## src/rtl/scan_mux.sv

```systemverilog
// Time-multiplexed display scanner: walks the enabled channels of a shared digit bus,
// inserting a blanking gap before each dwell period and pulsing frame_done on wrap.
module scan_mux #(
  parameter int NCH   = 4,
  parameter int W     = 4,
  parameter int DWELL = 1000,
  parameter int BLANK = 2,
  parameter int SELW  = $clog2(NCH)
) (
  input  logic              clk,
  input  logic              rst,
  input  logic              en,
  input  logic [NCH-1:0]    ch_mask,
  input  logic [NCH*W-1:0]  din,
  output logic [W-1:0]      data_out,
  output logic [SELW-1:0]   sel,
  output logic [NCH-1:0]    dig_en,
  output logic              frame_done
);

  localparam int MAXC = (DWELL > BLANK) ? DWELL : BLANK;
  localparam int CW   = $clog2(MAXC + 1);

  typedef enum logic [1:0] {S_IDLE, S_BLANK, S_SHOW} state_t;

  state_t          state;
  logic [CW-1:0]   cnt;
  logic [SELW-1:0] entry_sel;
  logic [SELW-1:0] adv_sel;

  // First set mask bit at or above start, wrapping; returns start if none is set.
  function automatic logic [SELW-1:0] find_from(input logic [SELW-1:0] start,
                                                input logic [NCH-1:0]  mask);
    logic [SELW-1:0] r;
    logic            hit;
    r   = start;
    hit = 1'b0;
    for (int i = 0; i < NCH; i++) begin
      int idx;
      idx = (int'(start) + i) % NCH;
      if (!hit && mask[idx]) begin
        r   = SELW'(idx);
        hit = 1'b1;
      end
    end
    return r;
  endfunction

  function automatic logic [NCH-1:0] onehot(input logic [SELW-1:0] s);
    logic [NCH-1:0] v;
    v    = '0;
    v[s] = 1'b1;
    return v;
  endfunction

  assign entry_sel = find_from(sel, ch_mask);
  assign adv_sel   = find_from(SELW'((int'(sel) + 1) % NCH), ch_mask);

  always_ff @(posedge clk or posedge rst) begin
    if (rst) begin
      state      <= S_IDLE;
      cnt        <= '0;
      sel        <= '0;
      data_out   <= '0;
      dig_en     <= '0;
      frame_done <= 1'b0;
    end else if (!en) begin
      // sel is deliberately kept so a re-enable resumes where the scan stopped
      state      <= S_IDLE;
      cnt        <= '0;
      data_out   <= '0;
      dig_en     <= '0;
      frame_done <= 1'b0;
    end else begin
      frame_done <= 1'b0;
      case (state)
        S_IDLE: begin
          if (ch_mask != '0) begin
            sel <= entry_sel;
            cnt <= '0;
            if (BLANK == 0) begin
              state    <= S_SHOW;
              data_out <= din[int'(entry_sel)*W +: W];
              dig_en   <= onehot(entry_sel);
            end else begin
              state    <= S_BLANK;
              data_out <= '0;
              dig_en   <= '0;
            end
          end
        end
        S_BLANK: begin
          if (int'(cnt) == BLANK - 1) begin
            state    <= S_SHOW;
            cnt      <= '0;
            data_out <= din[int'(sel)*W +: W];
            dig_en   <= onehot(sel);
          end else begin
            cnt <= cnt + CW'(1);
          end
        end
        S_SHOW: begin
          if (int'(cnt) == DWELL - 1) begin
            cnt <= '0;
            if (ch_mask == '0) begin
              state    <= S_IDLE;
              data_out <= '0;
              dig_en   <= '0;
            end else begin
              // a non-increasing select means the scan wrapped past the top channel
              sel        <= adv_sel;
              frame_done <= (adv_sel <= sel);
              if (BLANK == 0) begin
                data_out <= din[int'(adv_sel)*W +: W];
                dig_en   <= onehot(adv_sel);
              end else begin
                state    <= S_BLANK;
                data_out <= '0;
                dig_en   <= '0;
              end
            end
          end else begin
            cnt <= cnt + CW'(1);
          end
        end
        default: begin
          state    <= S_IDLE;
          cnt      <= '0;
          data_out <= '0;
          dig_en   <= '0;
        end
      endcase
    end
  end

endmodule

```

## config.mk

```make
export PLATFORM = sky130hd
export DESIGN_NAME = scan_mux
export DESIGN_NICKNAME = d
export VERILOG_FILES = /design/src/rtl/scan_mux.sv
export SDC_FILE = /design/constraint.sdc
export NUM_CORES = 1
export LEC_CHECK = 0
export CORE_ASPECT_RATIO = 1.25
export CORE_UTILIZATION = 50
export CTS_CLUSTER_SIZE = 30
export DETAILED_ROUTE_END_ITERATION = 10
export PLACE_DENSITY = 0.77
export SYNTH_ARGS = -nofsm -noshare
export SYNTH_HDL_FRONTEND = slang
export SYNTH_SLANG_ARGS = --single-unit
```

## constraint.sdc

```tcl
create_clock -name clk -period 3.5 [get_ports clk]
set_input_delay 0.525 -clock clk [delete_from_list [all_inputs] [get_ports clk]]
set_output_delay 0.525 -clock clk [all_outputs]
set_load 0.02 [all_outputs]
```

==> metrics, run 1 <==
vias in the first global route 1593; cell area after synthesis 1880 um2; hold path start data_out[3]; peak supply drop 401 uV; post-synth top area share 30.6%; final setup TNS 0 ps; Routability Congestion 0.940; Worst Path Required 3670 ps; final setup violation count 0; Ant. Diodes 0; cts hold-fix bufs 0; port bufs 33; Worst Skew 1.22 ps; Max-slew headroom 42.2%; routed len/inst 16.1 um; Fillers 293; status finished with violations; CP dominant cell by count a21oi_1; layout cells sized above 1 13.4%; Non-Filler Instances 263; antenna violations before repair 0; CTS tree done; die area 4020 um2; register area share after synthesis 30.6%; hold_ws 517 ps; Max Fclk 394 MHz; final core utilization 64.3%; grt total ovfl 0; final hold vios 0; hold path depth 1; Core Region 3540 um2; Pins Over Slew Limit 0; r2r startpoint sel[1]; Pleak 0.999 nW; cell area after layout 2280 um2; Power Density 598 nW/um2; Startpoint Class flop; DRC Markers 5; placed insts 259; register area 576 um2; I/O pins 34; Critical-path top delay cell dfrtp_1; area of the multi-input gates 1210 um2; max incr delay on CP 570 ps; worst r2r dst frame_done; kind of critical path reg2reg; CP max FO 11; r2r setup slk 960 ps; Avg Cell Area, Syn 9.66 um2; # resized after CTS 0; primary flip-flop cell chosen by synthesis mapping dfrtp_1; CTS root buffer clkbuf_8; worst-skew pair later-pin latency 260 ps; worst hold path class reg2reg; commonest cells after routing, fill and taps aside clkdlybuf4s50_1, dfrtp_1, inv_1, nor2_1, ha_1; Slew @ Worst Pin 867 ps; Antenna Nets Post-Route 0; H-Tree Depth 1; largest cells by area after synthesis dfrtp_1, ha_1, mux2_4, mux4_2, and3_1; Ys Warns 0; DR vias 1604; CTS max path bufs 2; fin nets 261; drt first pass iters 7; failing checks DRC; die width 56.9 um; Cell Chain, Critical Path inv_1 > ha_1 > nor3b_1 > o22ai_1 > a21oi_1 > ha_1 > a21oi_1 > a21oi_1 > nor4_1; RSZ-0062 raised after global routing false; maxcap violations 0; largest net degree at the start of global routing 24; period utilisation layout 72.6%; Period minus WS final 2540 ps; crit path DAT 2710 ps; cells after synthesis 195; CTS Sinks 23; TritonCTS Buffers 3; first-pass GRT wire length 7.24 mm; Post-DP HPWL 3.37 mm; cell taking the most area after synthesis dfrtp_1; Initial Utilization 53.1%; ys async rst share 100%; Post-CTS Repair Setup Buffers 0; Avg Vias per Cell 6.10; FF+latch count, synth 23; # rows 24; hold worst-path end data_out[3]; Unique masters post-synth 56; reg2reg path depth 9; chip height 70.6 um; CP endpoint kind flop; Iteration-0 DRC Markers 67; P&R area growth vs syn 21.0%; routed wire length 4.23 mm; EDFF count, synth 0; Worst path top cell family by delay adder cells; commonest non-fill, non-tap cell in the layout clkdlybuf4s50_1; Post-DP Area 2230 um2; CP Buf/Inv Count 1; register clock-pin slew on the reported worst setup and hold paths 80 ps; post-synth net total 231; Tot GR Track Use 22.3%
## cells by family (layout without fill, tap and decap cells)
kind of cell | count (synthesis) | in the layout | synth area share [%]
flops | 23 | 23 | 30.6
simple gates | 75 | 75 | 23.5
xor+xnor | 5 | 5 | 2.33
compound gates | 36 | 36 | 15.2
mux | 18 | 18 | 14.5
fa+ha+maj | 13 | 13 | 8.64
buf+inv | 25 | 54 | 5.32
## cell type report
type,instances,share of cell area [%]
multi-input combinational,147,53.0
sequential,23,25.3
timing repair buffer,35,15.2
inverter,15,2.47
tap,39,2.14
clock buffer,4,1.98
## synthesized netlist by cell type (all sizes together), types with 2 or more instances
master / number
xor2: 3
o21ai: 7
nor2: 15
mux4: 4
nand4: 3
mux2i: 4
a211oi: 2
or3: 3
xnor2: 2
dfrtp: 23
buf: 3
clkbuf: 7
inv: 15
nand2: 12
o311ai: 2
nand3: 8
nor3: 5
or2: 2
a21oi: 7
a31oi: 4
mux2: 10
and2: 2
and3: 12
or4b: 2
nor3b: 2
ha: 13
nand2b: 2
nor4: 3
## metal layers
metal | GRT usage, % | share of wire, % | vias to the layer above | routed length [um]
li1 | - | - | 770 | -
met4 | 8.67 | 3.0 | 0 | 126
met5 | 0 | 0 | - | 0
met3 | 2.01 | 3.2 | 16 | 137
met2 | 39.6 | 52 | 50 | 2210
met1 | 27.8 | 42 | 768 | 1760
## worst max path at each step
stage	from	to	depth (start not counted)
after global placement	ch_mask[2]	sel[1]	5
final	sel[1]	frame_done	9
after CTS	sel[1]	frame_done	9
after global routing	sel[1]	frame_done	9
after detailed placement	ch_mask[1]	dig_en[3]	6
after floorplan	sel[0]	frame_done	12
## worst register-to-register path: cells and delay by family (launching register included)
family	cells	cell delay (ps)
fa+ha+maj	2	760
flops	1	570
simple gates	2	430
compound gates	4	500
buf+inv	1	190
## metrics by stage
stage          setup WS [ps]  power, mW
2_1_floorplan            756      0.983
3_3_place_gp             829       1.17
3_5_place_dp             755       1.20
4_1_cts                  945       1.37
5_1_grt                  661       1.47
6_report                 959       1.36
## flip-flops by register name, indices dropped and copies added, names as in the netlist
register / count
frame_done: 1
cnt: 10
dig_en: 4
sel: 2
state: 2
data_out: 4
## power by group
part	internal (mW)	switching (mW)
clock network	0.0812	0.0832
logic	0.402	0.441
registers	0.308	0.0493
Note: power is estimated with default switching activity, not from simulation.
==> run 2, diff against run 1 <==
CORE_UTILIZATION = 48   (was 50)
clock period = 2.3 ns   (was 3.5 ns; I/O delays follow)
==> run 2 against run 1 <==
Net effect: count of clock-buffer cells in the layout did not move; global-route usage fell by 0.57 points; the run still ends with DRC left; sequential power rose by 50%; worst hold slack got worse by 21 ps; die area rose by 4.0%; wire length rose by 1.7%; register-to-register slack got worse by 800 ps; largest power group unchanged; combinational power rose by 69%.
==> metrics, run 2 (synthesized netlist as in run 1, its figures left out) <==
status finished with violations (unchanged); failing checks DRC (unchanged); Critical-path top delay cell or4b_4 (was dfrtp_1); kind of critical path reg2reg (unchanged); Slew @ Worst Pin 698 ps (was 867 ps); Iteration-0 DRC Markers 48 (was 67); final setup TNS 0 ps (unchanged); Sw Share 40.9% (was 42.0%); clock power share 11.3% (was 12.1%); die area 4180 um2 (was 4020 um2); Worst Path Required 2450 ps (was 3670 ps); Period minus WS final 2140 ps (was 2540 ps); CTS root buffer clkbuf_8 (unchanged); layout cells sized above 1 21.9% (was 13.4%); Top Registers cnt: 10 flops, data_out: 4 flops, dig_en: 4 flops (unchanged); P&R area growth vs syn 29.6% (was 21.0%); maxcap violations 0 (unchanged); Comb power frac 64.3% (was 61.8%); Avg Vias per Cell 5.77 (was 6.10); CTS tree done (unchanged); CP endpoint kind flop (unchanged); reg2reg path depth 6 (was 9); CTS max path bufs 2 (unchanged); routed len/inst 15.3 um (was 16.1 um); worst-skew pair later-pin latency 260 ps (about the same); RSZ-0062 raised after global routing false (unchanged); number of flip-flops under the largest register name 10 (unchanged); worst r2r dst dig_en[0] (was frame_done); commonest cells after routing, fill and taps aside clkdlybuf4s50_1, dfrtp_1, buf_4 (was clkdlybuf4s50_1, dfrtp_1, inv_1, nor2_1, ha_1); peak supply drop 529 uV (was 401 uV); Pleak 1.09 nW (was 0.999 nW); Ant. Diodes 0 (unchanged); TritonCTS Buffers 3 (unchanged); final core utilization 65.0% (was 64.3%); Max Fclk 467 MHz (was 394 MHz); drt first pass iters 7 (unchanged); Worst Skew 3.19 ps (was 1.22 ps); max incr delay on CP 480 ps (was 570 ps); chip height 72.0 um (was 70.6 um); H-Tree Depth 1 (unchanged); Antenna Nets Post-Route 0 (unchanged); port bufs 33 (unchanged); commonest non-fill, non-tap cell in the layout clkdlybuf4s50_1 (unchanged); Initial Utilization 50.2% (was 53.1%); worst hold path class in2async (was reg2reg); Max-slew headroom 53.4% (was 42.2%); Core Region 3750 um2 (was 3540 um2); power share of the sequential group 24.3% (was 26.2%); crit path DAT 2300 ps (was 2710 ps); P_sw 0.902 mW (was 0.573 mW); r2r setup slk 160 ps (was 960 ps); Startpoint Class flop (unchanged); # resized after CTS 0 (unchanged); die width 58.0 um (was 56.9 um); Routability Congestion 0.826 (was 0.940); register clock-pin slew on the reported worst setup and hold paths 80 ps (about the same); CP Buf/Inv Count 0 (was 1); # rows 25 (was 24); I/O pins 34 (unchanged); CTS Sinks 23 (unchanged); cell area after layout 2440 um2 (was 2280 um2); Power Density 905 nW/um2 (was 598 nW/um2); largest net degree at the start of global routing 20 (was 24); CP max FO 8 (was 11); DR vias 1626 (was 1604); largest register by flop count cnt (unchanged); antenna violations before repair 0 (unchanged); Tot GR Track Use 21.8% (was 22.3%); vias in the first global route 1582 (was 1593); final hold vios 0 (unchanged); first-pass GRT wire length 7.23 mm (was 7.24 mm); instance count on the critical path 6 (was 9); Worst path top cell family by delay simple AND/OR/NAND/NOR gates (was adder cells); fin nets 279 (was 261); routed wire length 4.30 mm (was 4.23 mm); Post-DP HPWL 3.44 mm (was 3.37 mm); Pins Over Slew Limit 0 (unchanged); final setup violation count 0 (unchanged); Post-DP Area 2390 um2 (was 2230 um2); r2r startpoint cnt[0] (was sel[1]); period utilisation layout 93.2% (was 72.6%); grt total ovfl 0 (unchanged); Cell Chain, Critical Path ha_1 > or4b_4 > o31ai_4 > nand3_4 > nand2_8 > mux2_4 (was inv_1 > ha_1 > nor3b_1 > o22ai_1 > a21oi_1 > ha_1 > a21oi_1 > a21oi_1 > nor4_1); DRC Markers 1 (was 5); internal power 1.30 mW (was 0.790 mW)
==> run 2: power groups by stage <==
stage               sequential, mW  combinational, mW  clock (mW)
floorplan                    0.590               1.01           0
global placement             0.547               1.38           0
detailed placement           0.548               1.40           0
CTS                          0.541               1.41       0.258
global route                 0.546               1.55       0.276
finish                       0.537               1.42       0.250
==> run 2: layout make-up <==
cell class,instances,area (um2)
clock buffer,4,45.0
sequential,23,578
tap,40,50.0
timing repair buffer,53,480
inverter,15,61.3
multi-input combinational,147,1220
fill,304,1310
==> run 2: metrics by stage <==
step                cells  hold slack, ps  setup WS (ps)  total power, mW
finish                282             496            157             2.21
global route          282             541           5.70             2.37
CTS                   281             521            129             2.21
detailed placement    277             501          -91.5             1.95
global placement      277             498          -12.6             1.93
floorplan             195             347          -17.8             1.60
==> run 2: timing repair <==
item	in CTS	in global routing
endpoints found under the setup margin	0	1
setup buffers	0	1
hold buffers	0	0
==> run 2: per-layer routing <==
metal	up-vias	GRT usage [%]	routed length [um]
li1	810	-	-
met1	789	28.1	1960
met2	20	38.2	2210
met3	7	0.713	42
met4	0	8.73	89
met5	-	0	0
==> run 2: worst register-to-register path: stages, from the launching register on <==
cell and delay (ps):
dfrtp_1 430, ha_1 160, or4b_4 480, o31ai_4 340, nand3_4 160, nand2_8 160, mux2_4 310
==> run 2: worst max path at each step <==
stage                           from    endpoint  slack, ps
after floorplan               sel[0]  frame_done        -20
after global placement    ch_mask[1]      sel[1]        -10
after CTS                     sel[0]  frame_done        130
after detailed placement  ch_mask[1]      sel[1]        -90
after global routing          sel[0]  frame_done          6
final                         cnt[0]   dig_en[0]        160
==> run 3, diff against run 2 <==
GPL_ROUTABILITY_DRIVEN = 0   (was not set)
==> results of run 3 <==
No change in the layout: final DEF, timing and power equal those of run 2.
